$ cat src/rtl/airlock_timer_pkg.sv
// Shared airlock types and constants: FSM states, chamber op codes and second thresholds.
// Imported by the timer and by the entering/leaving interlock FSMs.
package airlock_pkg;

  typedef enum logic [1:0] {
    IDLE = 2'd0,
    RUN  = 2'd1,
    DONE = 2'd2
  } state_e;

  typedef enum logic [1:0] {
    OP_DOOR  = 2'd0,
    OP_PRESS = 2'd1,
    OP_EVAC  = 2'd2,
    OP_RSVD  = 2'd3
  } op_e;

  localparam logic [3:0] FIVE_SEC  = 4'd5;
  localparam logic [3:0] SEVEN_SEC = 4'd7;
  localparam logic [3:0] EIGHT_SEC = 4'd8;

endpackage

$ cat src/rtl/airlock_timer_tick_prescaler.sv
// Clock-cycle prescaler: counts enabled cycles and flags the last cycle of each second.
// tick is high in the enabled cycle where the counter wraps back to zero.
module tick_prescaler #(
  parameter int TICKS_PER_SEC = 390625
) (
  input  logic clock,
  input  logic reset,
  input  logic clear,
  input  logic enable,
  output logic tick
);

  localparam int W = (TICKS_PER_SEC > 1) ? $clog2(TICKS_PER_SEC) : 1;
  localparam logic [W-1:0] LAST = W'(TICKS_PER_SEC - 1);

  logic [W-1:0] cnt_q, cnt_d;

  assign tick = enable && (cnt_q == LAST);

  always_comb begin
    cnt_d = cnt_q;
    if (clear) begin
      cnt_d = '0;
    end else if (enable) begin
      cnt_d = tick ? '0 : cnt_q + W'(1);
    end
  end

  always_ff @(posedge clock or negedge reset) begin
    if (!reset) begin
      cnt_q <= '0;
    end else begin
      cnt_q <= cnt_d;
    end
  end

endmodule

$ cat src/rtl/airlock_timer.sv
// Airlock operation timer: times one door/pressurize/evacuate op per start, with abort.
// Optional pause input when AIRLOCK_TIMER_PAUSE_EN is defined.
module airlock_timer
  import airlock_pkg::*;
#(
  parameter int TICKS_PER_SEC = 390625,
  parameter int DOOR_SEC      = 5,
  parameter int PRESS_SEC     = 7,
  parameter int EVAC_SEC      = 8
) (
  input  logic       clock,
  input  logic       reset,
  input  logic       start,
  input  logic [1:0] op,
  input  logic       abort,
`ifdef AIRLOCK_TIMER_PAUSE_EN
  input  logic       pause,
`endif
  output logic       busy,
  output logic       done,
  output logic       aborted,
  output logic       sec_tick,
  output logic [3:0] seconds,
  output logic [2:0] sec_flags
);

  state_e     state_q;
  op_e        op_q;
  logic [3:0] seconds_q;
  logic       busy_q, done_q, aborted_q, sec_tick_q;

  logic       paused, in_run, take_abort, accept, at_target, presc_en, tick;
  logic [3:0] target;

`ifdef AIRLOCK_TIMER_PAUSE_EN
  assign paused = pause;
`else
  assign paused = 1'b0;
`endif

  // Abort outranks start; a reserved op code never counts as a start.
  assign in_run     = (state_q == RUN);
  assign take_abort = in_run && abort;
  assign accept     = start && (op != OP_RSVD) && !take_abort;

  always_comb begin
    target = 4'(DOOR_SEC);
    case (op_q)
      OP_PRESS: target = 4'(PRESS_SEC);
      OP_EVAC:  target = 4'(EVAC_SEC);
      default:  target = 4'(DOOR_SEC);
    endcase
  end

  assign at_target = (seconds_q == target);
  assign presc_en  = in_run && !paused && !at_target && !accept && !take_abort;

  tick_prescaler #(
    .TICKS_PER_SEC(TICKS_PER_SEC)
  ) u_prescaler (
    .clock (clock),
    .reset (reset),
    .clear (accept),
    .enable(presc_en),
    .tick  (tick)
  );

  always_ff @(posedge clock or negedge reset) begin
    if (!reset) begin
      state_q    <= IDLE;
      op_q       <= OP_DOOR;
      seconds_q  <= 4'd0;
      busy_q     <= 1'b0;
      done_q     <= 1'b0;
      aborted_q  <= 1'b0;
      sec_tick_q <= 1'b0;
    end else begin
      done_q     <= 1'b0;
      aborted_q  <= 1'b0;
      sec_tick_q <= 1'b0;
      if (take_abort) begin
        state_q   <= IDLE;
        seconds_q <= 4'd0;
        busy_q    <= 1'b0;
        aborted_q <= 1'b1;
      end else if (accept) begin
        state_q   <= RUN;
        op_q      <= op_e'(op);
        seconds_q <= 4'd0;
        busy_q    <= 1'b1;
      end else begin
        case (state_q)
          RUN: begin
            if (at_target) begin
              state_q <= DONE;
              busy_q  <= 1'b0;
              done_q  <= 1'b1;
            end else if (tick) begin
              seconds_q  <= (seconds_q == 4'hF) ? seconds_q : seconds_q + 4'd1;
              sec_tick_q <= 1'b1;
            end
          end
          DONE:    state_q <= IDLE;
          default: state_q <= IDLE;
        endcase
      end
    end
  end

  assign busy      = busy_q;
  assign done      = done_q;
  assign aborted   = aborted_q;
  assign sec_tick  = sec_tick_q;
  assign seconds   = seconds_q;
  assign sec_flags = {seconds_q == EIGHT_SEC, seconds_q == SEVEN_SEC, seconds_q == FIVE_SEC};

endmodule
$ cat config.mk
export PLATFORM = sky130hd
export DESIGN_NAME = airlock_timer
export DESIGN_NICKNAME = d
export VERILOG_FILES = /design/src/rtl/airlock_timer_pkg.sv /design/src/rtl/airlock_timer_tick_prescaler.sv /design/src/rtl/airlock_timer.sv
export SDC_FILE = /design/constraint.sdc
export NUM_CORES = 1
export LEC_CHECK = 0
export CAP_MARGIN = 10
export CORE_MARGIN = 1
export CORE_UTILIZATION = 45
export CTS_CLUSTER_DIAMETER = 150
export DETAILED_ROUTE_END_ITERATION = 10
export GPL_ROUTABILITY_DRIVEN = 1
export GPL_TIMING_DRIVEN = 0
export HOLD_SLACK_MARGIN = 0.15
export MAX_ROUTING_LAYER = met4
export PLACE_DENSITY_LB_ADDON = 0.25
export SETUP_SLACK_MARGIN = 0.2
export SLEW_MARGIN = 5
export SYNTH_ARGS = -nofsm -noshare
export SYNTH_HDL_FRONTEND = slang
export SYNTH_SLANG_ARGS = --single-unit
$ cat constraint.sdc
create_clock -name clock -period 2 [get_ports clock]
set_input_delay 0.3 -clock clock [delete_from_list [all_inputs] [get_ports clock]]
set_output_delay 0.3 -clock clock [all_outputs]
set_load 0.02 [all_outputs]
# Word-level counts from Yosys, hierarchy flattened
# Cells that the tools add are included.
# Widths: inputs -> output; s select.
# totals
reg_bits	31
in_bits	6
out_inout_bits	11
wordCells	69
# classes
n_addsub	2
n_eq_ne	13
mux	28
bitwise	1
n_reduce_logical	17
# op_table
cell	count
$mux 19	3
$mux 4	6
$add 19x1->19 const B	1
$eq 19x19->1 const B	1
$mux 1	14
$reduce_bool 3->1	3
$eq 4x3->1 const B	2
$eq 4x4->1 const B	2
$mux 2	4
$pmux 4 s2	1
$logic_and 1x1->1	7
$ne 3x3->1 const B	2
$add 4x1->4 const B	1
$eq 2x1->1 const B	2
$eq 4x4->1	1
$ne 4x1->1 const B	1
$reduce_and 2->1	2
$reduce_and 4->1	1
$logic_not 1->1	3
$eq 2x2->1 const B	1
$ne 2x2->1 const B	1
$reduce_bool 2->1	1
$not 1->1	1

# Logic depth before layout (Yosys ltp)
# Gate-level depths: netlist (run 1).
# depth
ltp_word	13
depth_mapped	7
depth_no_buf	6

# Hierarchy
# From an unflattened synthesis (run 1), not the netlist that was laid out.
# unflattened
hier_cells	203
area_unflattened_um2	1843.0
# modules_own_cells
module	n_inst	cells_each	area_per_inst_um2	seq_area_each_um2
tick_prescaler	1	133	1167.4	475.5
airlock_timer	1	70	675.6	300.3

# Least setup slack after synthesis (run 1)
# OpenSTA, ideal clock, no wires.
# synth_path
path_kind	register to register
from	register seconds_q[0] (netlist: seconds[0])
to	register u_prescaler.cnt_q[11]
setup_time_ns	0.124
t_arrival_ns	1.694
required_ns	1.876
setup_slack_ns	0.182
path_stages_with_launch	7
path_buffers	1
synth_period_minus_slack_ns	1.818
path_cell_list	dfrtp_1 -> and4b_1 -> o211ai_2 -> and3_1 -> buf_2 -> nor2_1 -> a211o_1
# synth_between
elab_chain_cells	9
word_cells_on_any_way	10
classes_between	1 x eq/ne; 3 x mux; 6 x reduce/logical
# synth_lines
element	line	source
start, declared	airlock_timer.sv:29	logic [3:0] seconds_q;
start signal, assigned	airlock_timer.sv:99	seconds_q <= (seconds_q == 4'hF) ? seconds_q : seconds_q + 4'd1;
$eq 4x4->1 (*)	airlock_timer.sv:55	assign at_target = (seconds_q == target);
$logic_not 1->1 (*)	airlock_timer.sv:56	assign presc_en = in_run && !paused && !at_target && !accept && !take_abort;
$logic_and 1x1->1 (*) (3 in a row)	airlock_timer.sv:56	
$logic_and 1x1->1	airlock_timer_tick_prescaler.sv:18	assign tick = enable && (cnt_q == LAST);
$mux 19	airlock_timer_tick_prescaler.sv:25	cnt_d = tick ? '0 : cnt_q + W'(1);
$mux 19	airlock_timer_tick_prescaler.sv:24	end else if (enable) begin
$mux 19	airlock_timer_tick_prescaler.sv:22	if (clear) begin
end signal, assigned	airlock_timer_tick_prescaler.sv:33	cnt_q <= cnt_d;
end, declared	airlock_timer_tick_prescaler.sv:16	logic [W-1:0] cnt_q, cnt_d;
# Every way passes the cells marked *; elsewhere a longest branch is shown, timed or not. The select of a mux whose other input is x is not followed.
# A chain may end at the register's enable or synchronous reset.

# Worst setup path in the final report (run 1)
# layout_path
from	register u_prescaler.cnt_q[5]
to	register u_prescaler.cnt_q[13]
# layout_between
elab_chain_cells	5
word_cells_on_any_way	6
classes_between	1 x add/sub; 1 x eq/ne; 3 x mux; 1 x reduce/logical
# layout_lines
element	line
parallel branches: the longest is 2 deep, another holds $add 19x1->19	--
$mux 19 (*)	airlock_timer_tick_prescaler.sv:25
$mux 19 (*)	airlock_timer_tick_prescaler.sv:24
$mux 19 (*)	airlock_timer_tick_prescaler.sv:22
# Every way passes the cells marked *. The select of a mux whose other input is x is not followed.

==> metrics.yaml, run 1 <==
status:
  status: "finished clean"
clocking:
  clock_sinks: 31
  cts_tree: "built"
  cts_buffer_depth: 2
  htreeDepth: 2
  insertion_delay_ps: 290
  cts_root_buffer: "clkbuf_8"
  cts_inserted_buffers: 5
  clk_pin_slew_worst_paths_ps: 60
global_routing:
  grt_first_pass_wirelength_mm: 8.00
  globalRouteMet3Util: 0.0497
  grt_remaining_overflow: 0
  gr-usage-met2: 0.362
  grt_pass1_vias: 1671
  busiest_layer: "met2"
  gr-usage-met1: 0.335
  track_usage: 0.253
  grt_max_degree: 32
  antenna_found_initial: 0
yosys:
  synthArstFlopShare: 1.00
  synth_cells: 211
  synth_top_area_frac: 0.414
  ys.flop_type: "dfrtp_1"
  yosys.area_share.adder: 0.0334
  ys_types: 53
  synth_area_per_cell_sq_um: 8.88
  ys_ff_latch: 31
  synthMuxAreaShare: 0
  synth_top_family_by_area: "simple AND/OR/NAND/NOR gates"
  synth_compound_area_frac: 0.161
  yosys.area_share.simple: 0.351
  yosysWarnings: 0
  synth_edf_count: 0
  synthXorXnorAreaFrac: 0
  post_synth_instance_area_sq_um: 1870
  synth_top_cell_by_area: "dfrtp_1"
  synthTopCellsByArea: "dfrtp_1 41%, nand2_1 5.2%, nand3_1 3.7%"
  synth_nets: 222
  ys_seq_area_frac: 0.414
final_layout:
  drive_gt1_frac: 0.289
  ff_latch_area_sq_um: 786
  area_growth_pct: 34.9
  antenna_cells: 0
  mostFrequentLayoutCell: "nand2_1"
  fillers: 339
  finish.net_count: 263
  layout_common_cells: "24 x nand2_1, 23 x dfrtp_1, 16 x buf_4"
  multi_input_area_sq_um: 1190
setup_path:
  path_max_fanout: 6
  startpoint_type: "register"
  cp_slowest_stage_delay_ps: 380
  crit_chain: "buf_4, and2_1, and4_2, nand2_1, o2111a_1, or3_1"
  cp_slowest_cell: "dfrtp_1"
  arrival_ps: 2120
  cp.required_ps: 2170
  path_class: "reg2reg"
  end_kind: "register"
  crit_start: "u_prescaler.cnt_q[5]$_DFFE_PN0P_"
  reg2reg_from: "u_prescaler.cnt_q[5]$_DFFE_PN0P_"
timing:
  maxSlewViolCount: 0
  fin_worst_skew_ps: 1.84
  fin_ws_ps: 48.1
  rsz0062_at_grt: "yes"
  slew_headroom: 0.528
  hold_viol_final: 0
  fmax_mhz: 512
  fin_crit_sh: 0.976
  holdWs_ps: 538
  worst_slew_pin_slew_ps: 708
  min_period_ps: 1950
  finalSetupViolations: 0
pwr:
  vdd_ir_drop_max_uv: 351
  p_per_area_nw_per_um2: 524
  power.leakage_nw: 1.05
placed_design:
  detailed_place_hpwl_mm: 3.27
  portBuffers: 16
  gp_congestion: 0.906
  pre_cts_ws_ps: -395
routing:
  vias: 1876
  vias_per_cell: 6.19
  drt_pass1_iterations: 5
  finalWirelength_mm: 5.29
  avgRoutedWirePerCell_microns: 17.4
  drt-initial-drc-count: 230
  final_antenna_net_count: 0
  drt_drc_violations_left: 0
floorplan:
  io_pins: 17
  initial_core_util: 0.468
  die_x_microns: 66.5
  die_area_sq_um: 4420
  die_height_microns: 66.5
  coreArea_sq_um: 4000
  rows: 23
min_path:
  hold_start: "busy$_DFFE_PN0P_"
  min_path_type: "reg2reg"
job:
  drv_cap: 0
## critical path: cells and delay by family, from the launching register on
kind,cells,cell delay [ps]
simple gates,4,1060
flops,1,380
compound gates,1,260
buf+inv,1,130
## path summary, 6_finish.rpt
path / cells past startpoint / to / slack [ps]
max: 6 / u_prescaler.cnt_q[13]$_DFFE_PN0P_ / 50
max in group asynchronous: 2 / seconds[2]$_DFFE_PN0P_ / 900
min: 2 / busy$_DFFE_PN0P_ / 540
max reg2reg: 6 / u_prescaler.cnt_q[13]$_DFFE_PN0P_ / 50
min reg2reg: 2 / busy$_DFFE_PN0P_ / 540
min in group asynchronous: 2 / busy$_DFFE_PN0P_ / 600
## kinds of logic (layout without fill, tap and decap cells)
family	count (synthesis)	after routing
AO/OA/AOI/OAI	42	42
adder cells (fa/ha/maj)	5	5
AND/OR/NAND/NOR	115	115
buffers and inverters	18	60
flip-flops	31	31
## sequential cells by signal, indices dropped and copies added (netlist names)
register and count:
seconds 4, u_prescaler.cnt_q 19, aborted 1, sec_tick 1
state_q 2, done 1, op_q 2, busy 1
## timing repair
| item | CTS | global route |
|---|---|---|
| hold buffers | 1 | 0 |
| setup endpoints to repair | 28 | 29 |
| setup buffers | 5 | 11 |
| pin swaps | 5 | 12 |
| cloned | 0 | 1 |
| hold endpoints to repair | 31 | 0 |
| gates resized for setup | 23 | 43 |
## cells in the mapped netlist, types with 3 or more instances
master     n
dfrtp_1   31
nand2_1   26
nand3_1   14
a21oi_1   10
inv_1     10
and3_1     9
nand4_1    9
nor2_1     9
nor3_1     8
or3_1      7
ha_1       5
clkbuf_1   4
nor2b_1    4
o21ai_0    4
a32o_1     3
and3b_1    3
buf_2      3
nor4_1     3
nor4b_1    3
o21ai_1    3
o22ai_1    3
## layer usage
metal  vias to the layer above  wire, microns
met1                       897           2330
met2                        90           2510
met3                        11            322
li1                        878              -
met5                         -              0
met4                         0            129
## where the power goes
| group | switching, W | internal [W] |
|---|---|---|
| clock network | 0.000232 | 0.000244 |
| logic | 0.000108 | 0.0000715 |
| registers | 0.0000204 | 0.000648 |
## area by class of cell
| type | count | share of cell area |
|---|---|---|
| multi-input cells | 162 | 0.473 |
| flip-flops and latches | 31 | 0.311 |
| repair buffers | 34 | 0.116 |
| clock buffers | 7 | 0.0302 |
| plain buffers | 8 | 0.0277 |
| well taps | 50 | 0.0248 |
| inverters | 10 | 0.0149 |
| clock inverters | 1 | 0.00198 |
## stage by stage
stage / utilization / TNS, ps / area, sq um / power (W) / std cells
2_1_floorplan: - / 0 / 1880 / 0.000750 / 211
3_3_place_gp: 0.525 / -7120 / 2100 / 0.000815 / 277
3_5_place_dp: 0.523 / -6590 / 2090 / 0.000817 / 277
4_1_cts: 0.571 / 0 / 2280 / 0.00131 / 291
5_1_grt: 0.632 / 0 / 2530 / 0.00139 / 303
6_report: 0.632 / 0 / 2530 / 0.00132 / 303
Power figures use the tool's default switching activity.
==> run 2: changes to the inputs <==
--- a/config.mk
+++ b/config.mk
@@ -11,11 +11,9 @@
 export CTS_CLUSTER_DIAMETER = 150
 export DETAILED_ROUTE_END_ITERATION = 10
 export GPL_ROUTABILITY_DRIVEN = 1
-export GPL_TIMING_DRIVEN = 0
 export HOLD_SLACK_MARGIN = 0.15
 export MAX_ROUTING_LAYER = met4
 export PLACE_DENSITY_LB_ADDON = 0.25
-export SETUP_SLACK_MARGIN = 0.2
 export SLEW_MARGIN = 5
 export SYNTH_ARGS = -nofsm -noshare
 export SYNTH_HDL_FRONTEND = slang
==> metrics.yaml, run 2 (synthesized netlist as in run 1, its figures left out) <==
timing:
  fin_worst_skew_ps: 9.81  # +7.97 ps
  setup_tns_ps: 0  # unchanged
  fmax_mhz: 519  # +1.3%
  hold_viol_final: 0  # unchanged
  min_period_ps: 1930  # -25.6 ps
  fin_ws_ps: 73.7  # +25.6 ps
  fin_crit_sh: 0.963  # -0.0128
  worst_slew_pin_slew_ps: 413  # -295 ps
  maxSlewViolCount: 0  # unchanged
  slew_headroom: 0.724  # +0.196
  finalSetupViolations: 0  # unchanged
final_layout:
  finish.net_count: 272  # +3.4%
  mostFrequentLayoutCell: "buf_4"
  fin_area_sq_um: 2460  # -2.5%
  layout_common_cells: "35 x buf_4, 31 x dfrtp_1, 25 x nand2_1"
  fin_cells: 312  # +3.0%
  largest_reg_flops: 19  # unchanged
  drive_gt1_frac: 0.214  # -0.0748
  fillers: 344  # +1.5%
  largest-register: "u_prescaler.cnt_q"
  antenna_cells: 0  # unchanged
  area_growth_pct: 31.5
clocking:
  htreeDepth: 2  # unchanged
  cts_tree: "built"
  cts_post_setup_buffers_inserted: 0  # -5
  clk_pin_slew_worst_paths_ps: 70  # about the same
  cts_buffer_depth: 2  # unchanged
  insertion_delay_ps: 290  # about the same
  cts_root_buffer: "clkbuf_8"
  clock_sinks: 31  # unchanged
  cts_inserted_buffers: 5  # unchanged
setup_path:
  reg2reg_from: "u_prescaler.cnt_q[6]$_DFFE_PN0P_"
  r2r_slack_ps: 70  # +30 ps
  rr_endpoint: "u_prescaler.cnt_q[3]$_DFFE_PN0P_"
  reg2reg_depth: 6  # unchanged
  startpoint_type: "register"
  cp.required_ps: 2170  # about the same
  arrival_ps: 2100  # -20 ps
  path_class: "reg2reg"
  end_kind: "register"
  path_max_fanout: 6  # unchanged
placed_design:
  gp_congestion: 1.02  # +12%
  post_dp_cell_area_sq_um: 2320  # +11%
  place_inst: 304  # +9.7%
  portBuffers: 16  # unchanged
  pre_cts_ws_ps: -165  # +229 ps
  detailed_place_hpwl_mm: 3.77  # +16%
routing:
  vias_per_cell: 5.98  # -3.5%
  finalWirelength_mm: 5.05  # -4.4%
  avgRoutedWirePerCell_microns: 16.2  # -7.2%
  vias: 1865  # -0.59%
  final_antenna_net_count: 0  # unchanged
  drt-initial-drc-count: 198  # -14%
  drt_pass1_iterations: 4  # -1
  drt_drc_violations_left: 0  # unchanged
floorplan:
  die_x_microns: 66.5  # unchanged
  rows: 23  # unchanged
  io_pins: 17  # unchanged
  die_area_sq_um: 4420  # unchanged
  coreArea_sq_um: 4000  # unchanged
  initial_core_util: 0.468  # unchanged
  die_height_microns: 66.5  # unchanged
global_routing:
  grt_pass1_vias: 1758  # +5.2%
  track_usage: 0.260  # +0.00709
  grt_first_pass_wirelength_mm: 8.25  # +3.2%
  grt_max_degree: 32  # unchanged
  grt_remaining_overflow: 0  # unchanged
  antenna_found_initial: 0  # unchanged
min_path:
  min_path_type: "in2async"
job:
  drv_cap: 0  # unchanged
pwr:
  power.leakage_nw: 1.10  # +4.6%
  vdd_ir_drop_max_uv: 364  # +3.5%
  p_per_area_nw_per_um2: 606  # +16%
status:
  status: "finished clean"
run 2: cell count changes in the layout (fill, tap and decap cells not counted), moves of 5 or more:
cell / change
buf_4: +19
clkbuf_2: -5
dfrtp_1: +8
dfrtp_2: -8
run 2: area by class of cell:
type	count	area (sq um)	area share
multi-input cells	162	1050	0.426
flip-flops and latches	31	776	0.315
repair buffers	51	419	0.170
clock buffers	6	82.6	0.0335
well taps	50	62.6	0.0254
inverters	10	37.5	0.0152
clock inverters	2	35.0	0.0142
run 2: worst max-delay path by stage:
stage                                startpoint                                end  slack [ps]  cells past startpoint
3_5_place_dp                              op[0]  u_prescaler.cnt_q[11]$_DFFE_PN0P_        -170                      7
4_1_cts        u_prescaler.cnt_q[6]$_DFFE_PN0P_   u_prescaler.cnt_q[3]$_DFFE_PN0P_          20                      6
3_3_place_gp                              start             seconds[2]$_DFFE_PN0P_         -90                      8
6_report       u_prescaler.cnt_q[6]$_DFFE_PN0P_   u_prescaler.cnt_q[3]$_DFFE_PN0P_          70                      6
5_1_grt        u_prescaler.cnt_q[6]$_DFFE_PN0P_   u_prescaler.cnt_q[3]$_DFFE_PN0P_          -8                      6
2_1_floorplan            seconds[0]$_DFFE_PN0P_  u_prescaler.cnt_q[11]$_DFFE_PN0P_         180                      6
run 2: power by group:
part           leakage, nW  switching, W  internal [W]  total, W
combinational        0.615     0.0000975     0.0000748  0.000172
sequential           0.423     0.0000199      0.000647  0.000667
clock               0.0612      0.000250      0.000403  0.000653
run 2: metal layers:
metal  track usage  share of wire  up-vias
li1              -              -      887
met1         0.324           0.46      907
met2         0.407           0.46       58
met3        0.0582          0.053       13
met4         0.106          0.025        0
met5             -              0        -
run 2: repair_timing:
| action | CTS | global route |
|---|---|---|
| setup endpoints to repair | 7 | 12 |
| hold buffers | 0 | 0 |
| pin swaps | 0 | 2 |
| gates cloned | 0 | 0 |
| resized for setup | 5 | 5 |
run 2: through the flow:
step           total power [W]  hold WS (ps)  utilization
2_1_floorplan         0.000750          4.41            -
3_3_place_gp          0.000846           525        0.580
3_5_place_dp          0.000849           524        0.580
4_1_cts                0.00150           421        0.611
5_1_grt                0.00155           460        0.616
6_report               0.00149           413        0.616
run 2: critical path, stage by stage (launching register included):
cell and delay [ps]:
dfrtp_1 420, nand4_1 230, nor4b_4 340, and4_4 310
buf_4 150, o21ai_0 90, a32o_1 270
